**src/rtl/fifo_stream_pkg.sv**
```systemverilog
// Shared types and sizing for the FIFO stream adapters (read side now, write side later).
package fifo_stream_pkg;

    localparam int OCC_W     = 2;
    localparam int BUF_DEPTH = 2;

    typedef logic [OCC_W-1:0] occ_t;

    // True when one more pop can be issued without the output buffer overflowing.
    // Beats already committed = buffered + in flight; a fire this cycle frees one slot.
    function automatic logic credit_ok(input occ_t count, input logic inflight, input logic fire);
        logic [OCC_W:0] committed;
        logic [OCC_W:0] limit;
        committed = {1'b0, count} + {{OCC_W{1'b0}}, inflight};
        limit     = {1'b0, occ_t'(BUF_DEPTH)} + {{OCC_W{1'b0}}, fire};
        return committed < limit;
    endfunction

endpackage

```
**src/rtl/skid_buf2.sv**
```systemverilog
// Two-entry register buffer with write/read strobes, 1-bit head/tail pointers and an
// occupancy count. The head entry is presented combinationally on rd_data.
module skid_buf2
    import fifo_stream_pkg::*;
#(
    parameter int DATA_WIDTH = 4
) (
    input  logic                  clk,
    input  logic                  rst,
    input  logic                  clr,
    input  logic                  wr_en,
    input  logic [DATA_WIDTH-1:0] wr_data,
    input  logic                  rd_en,
    output logic [DATA_WIDTH-1:0] rd_data,
    output occ_t                  count,
    output logic                  not_empty
);

    logic [DATA_WIDTH-1:0] entry_q [BUF_DEPTH];
    logic [DATA_WIDTH-1:0] entry_d [BUF_DEPTH];
    logic                  head_q, head_d;
    logic                  tail_q, tail_d;
    occ_t                  count_q, count_d;

    // Next-state: clear wins; otherwise write at tail, pop at head, adjust count.
    always_comb begin
        entry_d = entry_q;
        head_d  = head_q;
        tail_d  = tail_q;
        count_d = count_q;
        if (clr) begin
            head_d  = 1'b0;
            tail_d  = 1'b0;
            count_d = '0;
        end else begin
            if (wr_en) begin
                entry_d[tail_q] = wr_data;
                tail_d          = ~tail_q;
            end
            if (rd_en) begin
                head_d = ~head_q;
            end
            case ({wr_en, rd_en})
                2'b10:   count_d = count_q + occ_t'(1);
                2'b01:   count_d = count_q - occ_t'(1);
                default: count_d = count_q;
            endcase
        end
    end

    // State register; reset clears pointers, count and both entries.
    always_ff @(posedge clk or posedge rst) begin
        if (rst) begin
            entry_q <= '{default: '0};
            head_q  <= 1'b0;
            tail_q  <= 1'b0;
            count_q <= '0;
        end else begin
            entry_q <= entry_d;
            head_q  <= head_d;
            tail_q  <= tail_d;
            count_q <= count_d;
        end
    end

    assign rd_data   = entry_q[head_q];
    assign count     = count_q;
    assign not_empty = (count_q != '0);

    // A write into a full buffer would land on the entry currently being presented.
    assert property (@(posedge clk) disable iff (rst) !(wr_en && !clr && count_q == occ_t'(BUF_DEPTH)));
    assert property (@(posedge clk) disable iff (rst) count_q <= occ_t'(BUF_DEPTH));

endmodule

```
**src/rtl/fifo_rd_stream.sv**
```systemverilog
// Read-side consumer of async_fifo: converts the pop interface (empty / rd_en /
// registered read data) into a valid/ready stream through a 2-entry prefetch buffer.
// Pops are credit-limited so backpressure never drops a beat; flush discards
// buffered and in-flight beats.
module fifo_rd_stream
    import fifo_stream_pkg::*;
#(
    parameter int DATA_WIDTH = 4
) (
    input  logic                  i_clk,
    input  logic                  i_rst,
    input  logic                  i_flush,
    input  logic                  i_fifo_empty,
    output logic                  o_fifo_rd_en,
    input  logic [DATA_WIDTH-1:0] i_fifo_rd_data,
    output logic                  o_valid,
    input  logic                  i_ready,
    output logic [DATA_WIDTH-1:0] o_data,
    output occ_t                  o_count
);

    logic                  inflight_q, inflight_d;
    logic                  fire;
    logic                  pop;
    logic                  capture;
    logic                  buf_valid;
    logic [DATA_WIDTH-1:0] buf_data;
    occ_t                  buf_count;

    skid_buf2 #(
        .DATA_WIDTH (DATA_WIDTH)
    ) u_buf (
        .clk       (i_clk),
        .rst       (i_rst),
        .clr       (i_flush),
        .wr_en     (capture),
        .wr_data   (i_fifo_rd_data),
        .rd_en     (fire),
        .rd_data   (buf_data),
        .count     (buf_count),
        .not_empty (buf_valid)
    );

    // Pop/capture control: pop only with credit, never while empty, flushing or in reset.
    always_comb begin
        fire       = buf_valid & i_ready;
        capture    = inflight_q & ~i_flush;
        pop        = ~i_rst & ~i_fifo_empty & ~i_flush & credit_ok(buf_count, inflight_q, fire);
        inflight_d = pop;
    end

    // Inflight marks that i_fifo_rd_data carries a popped beat this cycle.
    always_ff @(posedge i_clk or posedge i_rst) begin
        if (i_rst) begin
            inflight_q <= 1'b0;
        end else begin
            inflight_q <= inflight_d;
        end
    end

    assign o_fifo_rd_en = pop;
    assign o_valid      = buf_valid;
    assign o_data       = buf_data;
    assign o_count      = buf_count;

endmodule
```
**config.mk**
```make
export PLATFORM = sky130hd
export DESIGN_NAME = fifo_rd_stream
export DESIGN_NICKNAME = d
export VERILOG_FILES = /design/src/rtl/fifo_stream_pkg.sv /design/src/rtl/skid_buf2.sv /design/src/rtl/fifo_rd_stream.sv
export SDC_FILE = /design/constraint.sdc
export NUM_CORES = 1
export LEC_CHECK = 0
export CORE_MARGIN = 1.5
export CORE_UTILIZATION = 49
export CTS_CLUSTER_SIZE = 25
export DETAILED_ROUTE_END_ITERATION = 10
export PLACE_DENSITY = 0.87
export SYNTH_ARGS = -nofsm -noshare
export SYNTH_HDL_FRONTEND = slang
export SYNTH_SLANG_ARGS = --single-unit
export TNS_END_PERCENT = 100
```
**constraint.sdc**
```tcl
create_clock -name i_clk -period 2.6 [get_ports i_clk]
set_input_delay 0.39 -clock i_clk [delete_from_list [all_inputs] [get_ports i_clk]]
set_output_delay 0.39 -clock i_clk [all_outputs]
set_load 0.01 [all_outputs]
```
; ---- Word-level counts from Yosys, hierarchy flattened
; Index checks and enable logic that the tools add are counted.
[word_totals]
input_bits = 9
ff_bits = 13
elab_cells = 46
[op_classes]
n_reduce_logical = 6
n_bitwise = 12
add_sub_neg = 4
n_lt_le_gt_ge = 4
n_eq_ne = 2
n_mux = 12
[op_table]
columns = cell, count
row1 = 4-bit two-way mux, 4
row2 = 8-bit bitwise mux, 1
row3 = 2-bit nonzero test, 3
row4 = 1-bit AND, 5
row5 = 1-bit inverter, 5
row6 = 4-bit demux with 1-bit select, 1
row7 = "2-bit greater-or-equal comparator, second input constant", 2
row8 = 1-bit two-way mux, 4
row9 = 1-bit inverter with 2-bit output, 2
row10 = 2-bit case mux with 2 select lines, 1
row11 = 2-bit by 1-bit adder with 3-bit output, 1
row12 = "2-bit by 1-bit adder with 3-bit output, first input constant", 1
row13 = 3-bit less-than comparator, 1
row14 = 3-bit nonzero test, 1
row15 = "2-bit by 1-bit adder with 2-bit output, second input constant", 1
row16 = "2-bit by 1-bit == test with 1-bit output, second input constant", 1
row17 = "2-bit == test, second input constant", 1
row18 = "2-bit by 1-bit less-than comparator with 1-bit output, second input constant", 1
row19 = 2-bit two-way mux, 1
row20 = 2-bit AND reduction, 1
row21 = "2-bit by 1-bit subtractor with 2-bit output, second input constant", 1
row22 = 1-bit logical AND, 1

; ---- Depth between registers and ports, before layout
; Gate-level depths: netlist of the first run.
[depth]
word_depth = 6
ltp_mapped = 4
mapped_depth_nobuf = 4

; ---- Cells and area by module
; A second synthesis of the first run with hierarchy kept.
[unflattened]
cells_unflattened = 50
hier_area_um2 = 641.9
[by_module_without_submodules]
columns = module, instances, seq_area_each_um2, cells_each, area_per_inst_um2
row1 = skid_buf2, 1, 300.3, 41, 555.5
row2 = fifo_rd_stream, 1, 25.0, 9, 86.3

; ---- Worst setup path before layout of the first run
; OpenSTA, ideal clock, no wires.
[synth_timing]
path_kind = reg2out
startpoint = register u_buf.count_q[0] (netlist: u_buf.count[0])
endpoint = output port o_fifo_rd_en
setup_slack_ps = 1059
path_stages_with_launch = 5
t_arrival_ps = 1151
path_buffers = 0
cell_sequence = dfrtp_1 -> ha_1 -> ha_1 -> o21ai_0 -> and2_1
[synth_via]
elab_chain_len = 5
elab_cells_between_ends = 6
[synth_lines]
columns = item, line
row1 = start: declaration, skid_buf2.sv:23  ; occ_t count_q, count_d;
row2 = start signal: assignment, skid_buf2.sv:62  ; count_q <= count_d;
row3 = 2-bit nonzero test, skid_buf2.sv:68  ; assign not_empty = (count_q != '0);
row4 = 1-bit AND, fifo_rd_stream.sv:46  ; fire = buf_valid & i_ready;
row5 = 2-bit by 1-bit adder with 3-bit output, fifo_stream_pkg.sv:15  ; limit = {1'b0, occ_t'(BUF_DEPTH)} + {{OCC_W{1'b0}}, fire};
row6 = 3-bit less-than comparator (*), fifo_stream_pkg.sv:16  ; return committed < limit;
row7 = 1-bit AND (*), fifo_rd_stream.sv:48  ; pop = ~i_rst & ~i_fifo_empty & ~i_flush & credit_ok(buf_count, inflight_q, fire);
row8 = end: declaration, fifo_rd_stream.sv:14  ; output logic o_fifo_rd_en,
; Every way passes the cells marked *; elsewhere a longest branch is shown, timed or not.

; ---- Final worst setup path of the first run
; Ends and elaborated chain as after synthesis.

==> results.md, run 1 <==
* Outcome: finished clean
* Mapped Avg Cell Area at 13.0 um2
* Hold Vio Cnt, Final at 0
* DRT iter0 DRCs at 12
* Worst Path Arrival at 2.03 ns
* Worst slew pin tran at 0.502 ns
* Share of cells above drive strength 1 at 27.1%
* Syn Inst Count at 50
* Crit end category: primary output
* Crit path max fanout at 7
* Area growth from synthesis to final layout at 31.5%
* Core area at 1170 um2
* First-pass GRT wire length at 2000 um
* Antenna cells at 0
* CTS clk-pin slew, worst paths at 0.08 ns
* TritonCTS Buffers at 3
* Post-Place Worst Slack at 0.296 ns
* Overall Global Routing Usage at 21.2%
* Clock Skews at 0.00549 ns
* Vias in the first global route at 436
* Clock buffer depth at 2
* Nets at 82
* Detailed-placement wirelength estimate at 886 um
* Yosys reg bits at 13
* Port bufs at 16
* CTS tree: yes
* Synth unique cells at 19
* Die width at 39.4 um
* Maximum clock frequency at 414 MHz
* Detailed-route via count at 456
* WL/cell at 14.6 um
* GP Congestion at 0.748
* Final WL at 1230 um
* Worst setup SP type: flop
* Final setup violation count at 0
* Sequential area share after synthesis at 50.2%
* Peak supply drop at 0.372 mV
* Synth warn at 0
* Hold Crit Class: input pin to asynchronous set/reset pin
* Post-CTS Hold Buffers at 0
* Die extent in y at 39.4 um
* Slew HR at 66.5%
* Final min period at 2.42 ns
* Largest net degree at the start of global routing at 14
* Worst path slowest cell: clkdlybuf4s50_1
* Critical path class: flop to primary output
* Fillcell total at 91
* Crit share post-route at 93.0%
* Slew Viols, Final at 0
* Max cap viols at 0
* Die area at 1550 um2
* Worst path max stage delay at 0.54 ns
* Lkg Pwr at 0.000385 uW
* Pre-antenna DRT Iters at 4
* Site Rows at 12
* I/O pin count at 17
* Htree depth at 1
* Routed Antenna Nets at 0
* Clock tree sinks at 13
* Crit-path cells: ha_1, ha_1, nor4_1, and2_1, clkdlybuf4s50_1
* Fin worst setup slack at 0.182 ns
* Hold_ws at 0.472 ns
* Post-Syn Area at 648 um2
* DRC at 0
* Most common cell after layout, fill and taps aside: clkdlybuf4s50_1
* Most frequent cells in the layout: clkdlybuf4s50_1, dfrtp_1, mux2_2
* Pwr/cell area at 584 nW/um2
* Setup Buffers After CTS at 0
* Total gr overflow at 0
* CP required at 2.21 ns
* Antenna violations before repair at 0
* Cell repeated most along the worst path: ha_1
* Clock Latency Late Sink at 0.27 ns
* Via/cell ratio at 5.43
* Clock Tree Root: clkbuf_4
* Total negative slack at 0 ns
* Syn nets at 61
* RSZ-0062 raised after global routing: no
* Initial Util at 55.3%
* Post-cts resize count at 0
-- power breakdown --
group          total [uW]  internal, uW  switching, uW
logic                 128          86.8           41.1
registers             249           230           18.6
clock network         121          59.5           61.2
total                 497           376            121
-- critical path: cells and delay by family (launching register included) --
family	cells	cell delay (ns)
adders and majority gates	2	0.40
buffers and inverters	1	0.54
and+or+nand+nor	2	0.36
DFF	1	0.45
-- metal layers --
metal / global-route usage [%] / up-vias / wire length, um
met5: 0 / - / 0
met4: 12.9 / 0 / 28
met3: 8.52 / 4 / 60
met2: 31.3 / 15 / 577
met1: 25.5 / 220 / 562
li1: - / 217 / -
-- final cells by class --
class	count	area, um2	share of cell area [%]
well taps	14	17.5	2.06
inverters	3	11.3	1.32
multi-input cells	34	312	36.6
clock buffers	4	26.3	3.08
flip-flops and latches	13	325	38.2
repair buffers	16	160	18.8
-- cell usage after synthesis --
master    instances  area share, %
nand2b_1          1           0.97
or2_2             2            1.9
mux2_2            8             14
nand3b_1          2            2.3
and2_1            1           0.97
nor4_1            1           0.97
a211oi_1          1            1.2
mux2i_1           1            1.5
nor2_1            2            1.2
o21ai_0           4            3.1
dfrtp_1          13             50
xor2_1            1            1.4
a21oi_1           1           0.77
nor2_4            1            1.7
a41o_2            1            1.7
inv_1             3            1.7
ha_1              2            3.9
xnor2_1           1            1.4
mux2_4            4            9.3
-- cells by family after synthesis --
family                   share of synthesized area, %
buffers and inverters                            1.74
multiplexers                                     24.7
AND/OR/NAND/NOR                                  10.0
adder cells (fa/ha/maj)                          3.86
flip-flops                                       50.2
AO/OA/AOI/OAI                                    6.76
XOR/XNOR                                         2.70
-- registers in the layout, indices dropped and copies added, names as in the netlist --
name	cells
u_buf.entry_q	8
u_buf.tail_q	1
inflight_q	1
u_buf.head_q	1
u_buf.count	2
-- through the flow --
| stage | area (um2) | std cells | total power [uW] | util, % |
|---|---|---|---|---|
| after floorplan | 648 | 50 | 318 | - |
| after global placement | 826 | 80 | 374 | 70.5 |
| after detailed placement | 826 | 80 | 380 | 70.5 |
| after CTS | 852 | 84 | 504 | 72.8 |
| after global routing | 852 | 84 | 521 | 72.8 |
| final | 852 | 84 | 497 | 72.8 |
-- path summary, 6_finish.rpt --
| kind | cells past startpoint | startpoint | slack, ns | to |
|---|---|---|---|---|
| min in group i_clk | 1 | u_buf.entry_q[0] | 0.51 | u_buf.entry_q[0] |
| hold / removal | 2 | i_rst | 0.47 | u_buf.head_q |
| max in group asynchronous | 2 | i_rst | 1.79 | u_buf.entry_q[2] |
| setup reg to reg | 4 | u_buf.count[0] | 1.31 | inflight_q |
| hold reg to reg | 1 | u_buf.entry_q[0] | 0.51 | u_buf.entry_q[0] |
| setup / recovery | 5 | u_buf.count[0] | 0.18 | o_fifo_rd_en |
Note: power is estimated with default switching activity, not from simulation.
==> inputs of run 2 (changes only) <==
- CORE_MARGIN: 1.5 -> default
- SLEW_MARGIN: default -> 20
==> run 2 against run 1 <==
Against the previous run:
- core utilization unchanged
- clock skew increased by 0.00050 ns
- fmax increased by 1.7%
- total power about the same
- sequential share of layout area unchanged
- global-route usage about the same
- critical path depth unchanged
- flip-flop and latch count unchanged
- non-clock buffer count unchanged
- worst setup slack improved by 0.041 ns
- largest cell class unchanged
- final area unchanged
- sequential power about the same
==> results.md, run 2 (synthesized netlist as in run 1, its figures left out) <==
* CTS tree: yes
* Detailed-placement wirelength estimate at 916 um (+3.4%)
* Clock Skews at 0.00599 ns (+0.000501 ns)
* Total gr overflow at 0 (unchanged)
* Crit end category: primary output
* Worst path max stage delay at 0.53 ns (about the same)
* Total negative slack at 0 ns (unchanged)
* Post-CTS Hold Buffers at 0 (unchanged)
* Htree depth at 1 (unchanged)
* Peak supply drop at 0.365 mV (-1.6%)
* Hold Vio Cnt, Final at 0 (unchanged)
* Critical path class: flop to primary output
* Die width at 38.4 um (-2.5%)
* Clock tree sinks at 13 (unchanged)
* Clock buffer depth at 2 (unchanged)
* Crit share post-route at 91.4% (-1.6 points)
* Die area at 1470 um2 (-5.0%)
* Setup Buffers After CTS at 0 (unchanged)
* Nets at 82 (unchanged)
* CP bufs+invs at 1 (unchanged)
* Slew HR at 67.7% (+1.3 points)
* Worst setup SP type: flop
* Overall Global Routing Usage at 21.1% (-0.024 points)
* DRT iter0 DRCs at 5 (-7)
* Pwr/cell area at 584 nW/um2 (about the same)
* Max cap viols at 0 (unchanged)
* Worst Path Arrival at 1.99 ns (-0.04 ns)
* Pre-antenna DRT Iters at 3 (-1)
* Most frequent cells in the layout: clkdlybuf4s50_1, dfrtp_1, mux2_2
* Clock Tree Root: clkbuf_4
* Fin area at 852 um2 (unchanged)
* Hold_ws at 0.460 ns (-0.0116 ns)
* Worst path slowest cell: clkdlybuf4s50_1
* First-pass GRT wire length at 1980 um (-1.0%)
* Crit-path cells: ha_1, ha_1, nor4_1, and2_1, clkdlybuf4s50_1
* Maximum clock frequency at 421 MHz (+1.7%)
* Initial Util at 55.3% (unchanged)
* Slew Viols, Final at 0 (unchanged)
* Antenna cells at 0 (unchanged)
* Die extent in y at 38.4 um (-2.5%)
* Lkg Pwr at 0.000385 uW (unchanged)
* Outcome: finished clean
* CP required at 2.21 ns (about the same)
* Final setup violation count at 0 (unchanged)
* Worst slew pin tran at 0.484 ns (-0.0188 ns)
* GP Congestion at 0.752 (+0.56%)
* Final WL at 1200 um (-2.0%)
* Port bufs at 16 (unchanged)
* Max reg flops at 8 (unchanged)
* Cell repeated most along the worst path: ha_1
* Largest net degree at the start of global routing at 14 (unchanged)
* TritonCTS Buffers at 3 (unchanged)
* Routed Antenna Nets at 0 (unchanged)
* Core area at 1170 um2 (unchanged)
* Most common cell after layout, fill and taps aside: clkdlybuf4s50_1
* CTS clk-pin slew, worst paths at 0.08 ns (about the same)
* Final min period at 2.38 ns (-0.0412 ns)
* RSZ-0062 raised after global routing: no
* Post-cts resize count at 0 (unchanged)
* Via/cell ratio at 5.25 (-3.3%)
* Most flop-heavy register: u_buf.entry_q
* Share of cells above drive strength 1 at 27.1% (unchanged)
* Detailed-route via count at 441 (-3.3%)
* Antenna violations before repair at 0 (unchanged)
* Placed Area at 826 um2 (unchanged)
* Crit path max fanout at 8 (+1)
* Vias in the first global route at 444 (+1.8%)
* Delay-heaviest family, CP: buffers and inverters
* Site Rows at 12 (unchanged)
* I/O pin count at 17 (unchanged)
* Clock Latency Late Sink at 0.27 ns (about the same)
* WL/cell at 14.3 um (-2.0%)
* Area growth from synthesis to final layout at 31.5% (unchanged)
* Hold Crit Class: input pin to asynchronous set/reset pin
* DRC at 0 (unchanged)
[run 2: cell counts in the layout (fill, tap and decap cells not counted)]
Identical to the previous run, type by type.
[run 2: worst reg2reg max path, stage by stage, from the launching register on]
cell and delay [ns]:
dfrtp_1 0.47, ha_1 0.23, ha_1 0.26, o21ai_0 0.06, and2_1 0.17
[run 2: final cells by class]
class | instances | area [um2]
Tap cell | 14 | 17.5
Inverter | 3 | 11.3
Clock buffer | 4 | 26.3
Timing Repair Buffer | 16 | 160
Multi-Input combinational cell | 34 | 312
Sequential cell | 13 | 325
Fill cell | 81 | 319
[run 2: power breakdown]
part	leakage, uW	switching [uW]	internal (uW)
sequential	0.000170	19.1	230
combinational	0.000200	41.5	86.7
clock	0.0000150	60.6	59.4
total	0.000385	121	376
[run 2: per-stage QoR]
stage	power (uW)	setup WS (ns)	std cells	utilization (%)
finish	498	0.223	84	72.8
global route	527	0.0683	84	72.8
detailed placement	382	0.273	80	70.5
global placement	374	0.304	80	70.5
CTS	507	0.188	84	72.8
floorplan	318	1.06	50	-
[run 2: path summary, 6_finish.rpt]
path / start / to / slack (ns) / cells after the start
min in group i_clk: u_buf.entry_q[2] / u_buf.entry_q[2] / 0.50 / 1
max in group asynchronous: i_rst / u_buf.entry_q[2] / 1.81 / 2
worst min register to register: u_buf.entry_q[2] / u_buf.entry_q[2] / 0.50 / 1
worst max-delay path: inflight_q / o_fifo_rd_en / 0.22 / 5
worst max register to register: inflight_q / inflight_q / 1.30 / 4
worst min-delay path: i_rst / u_buf.entry_q[4] / 0.46 / 2
[run 2: metal layers]
metal  GRT usage, %  part of all wire [%]  vias to the layer above
met5              0                     0                        -
met2           34.7                    51                        7
met4           7.76                  0.75                        0
met3           8.72                   4.0                        2
met1           24.5                    44                      214
li1               -                     -                      218
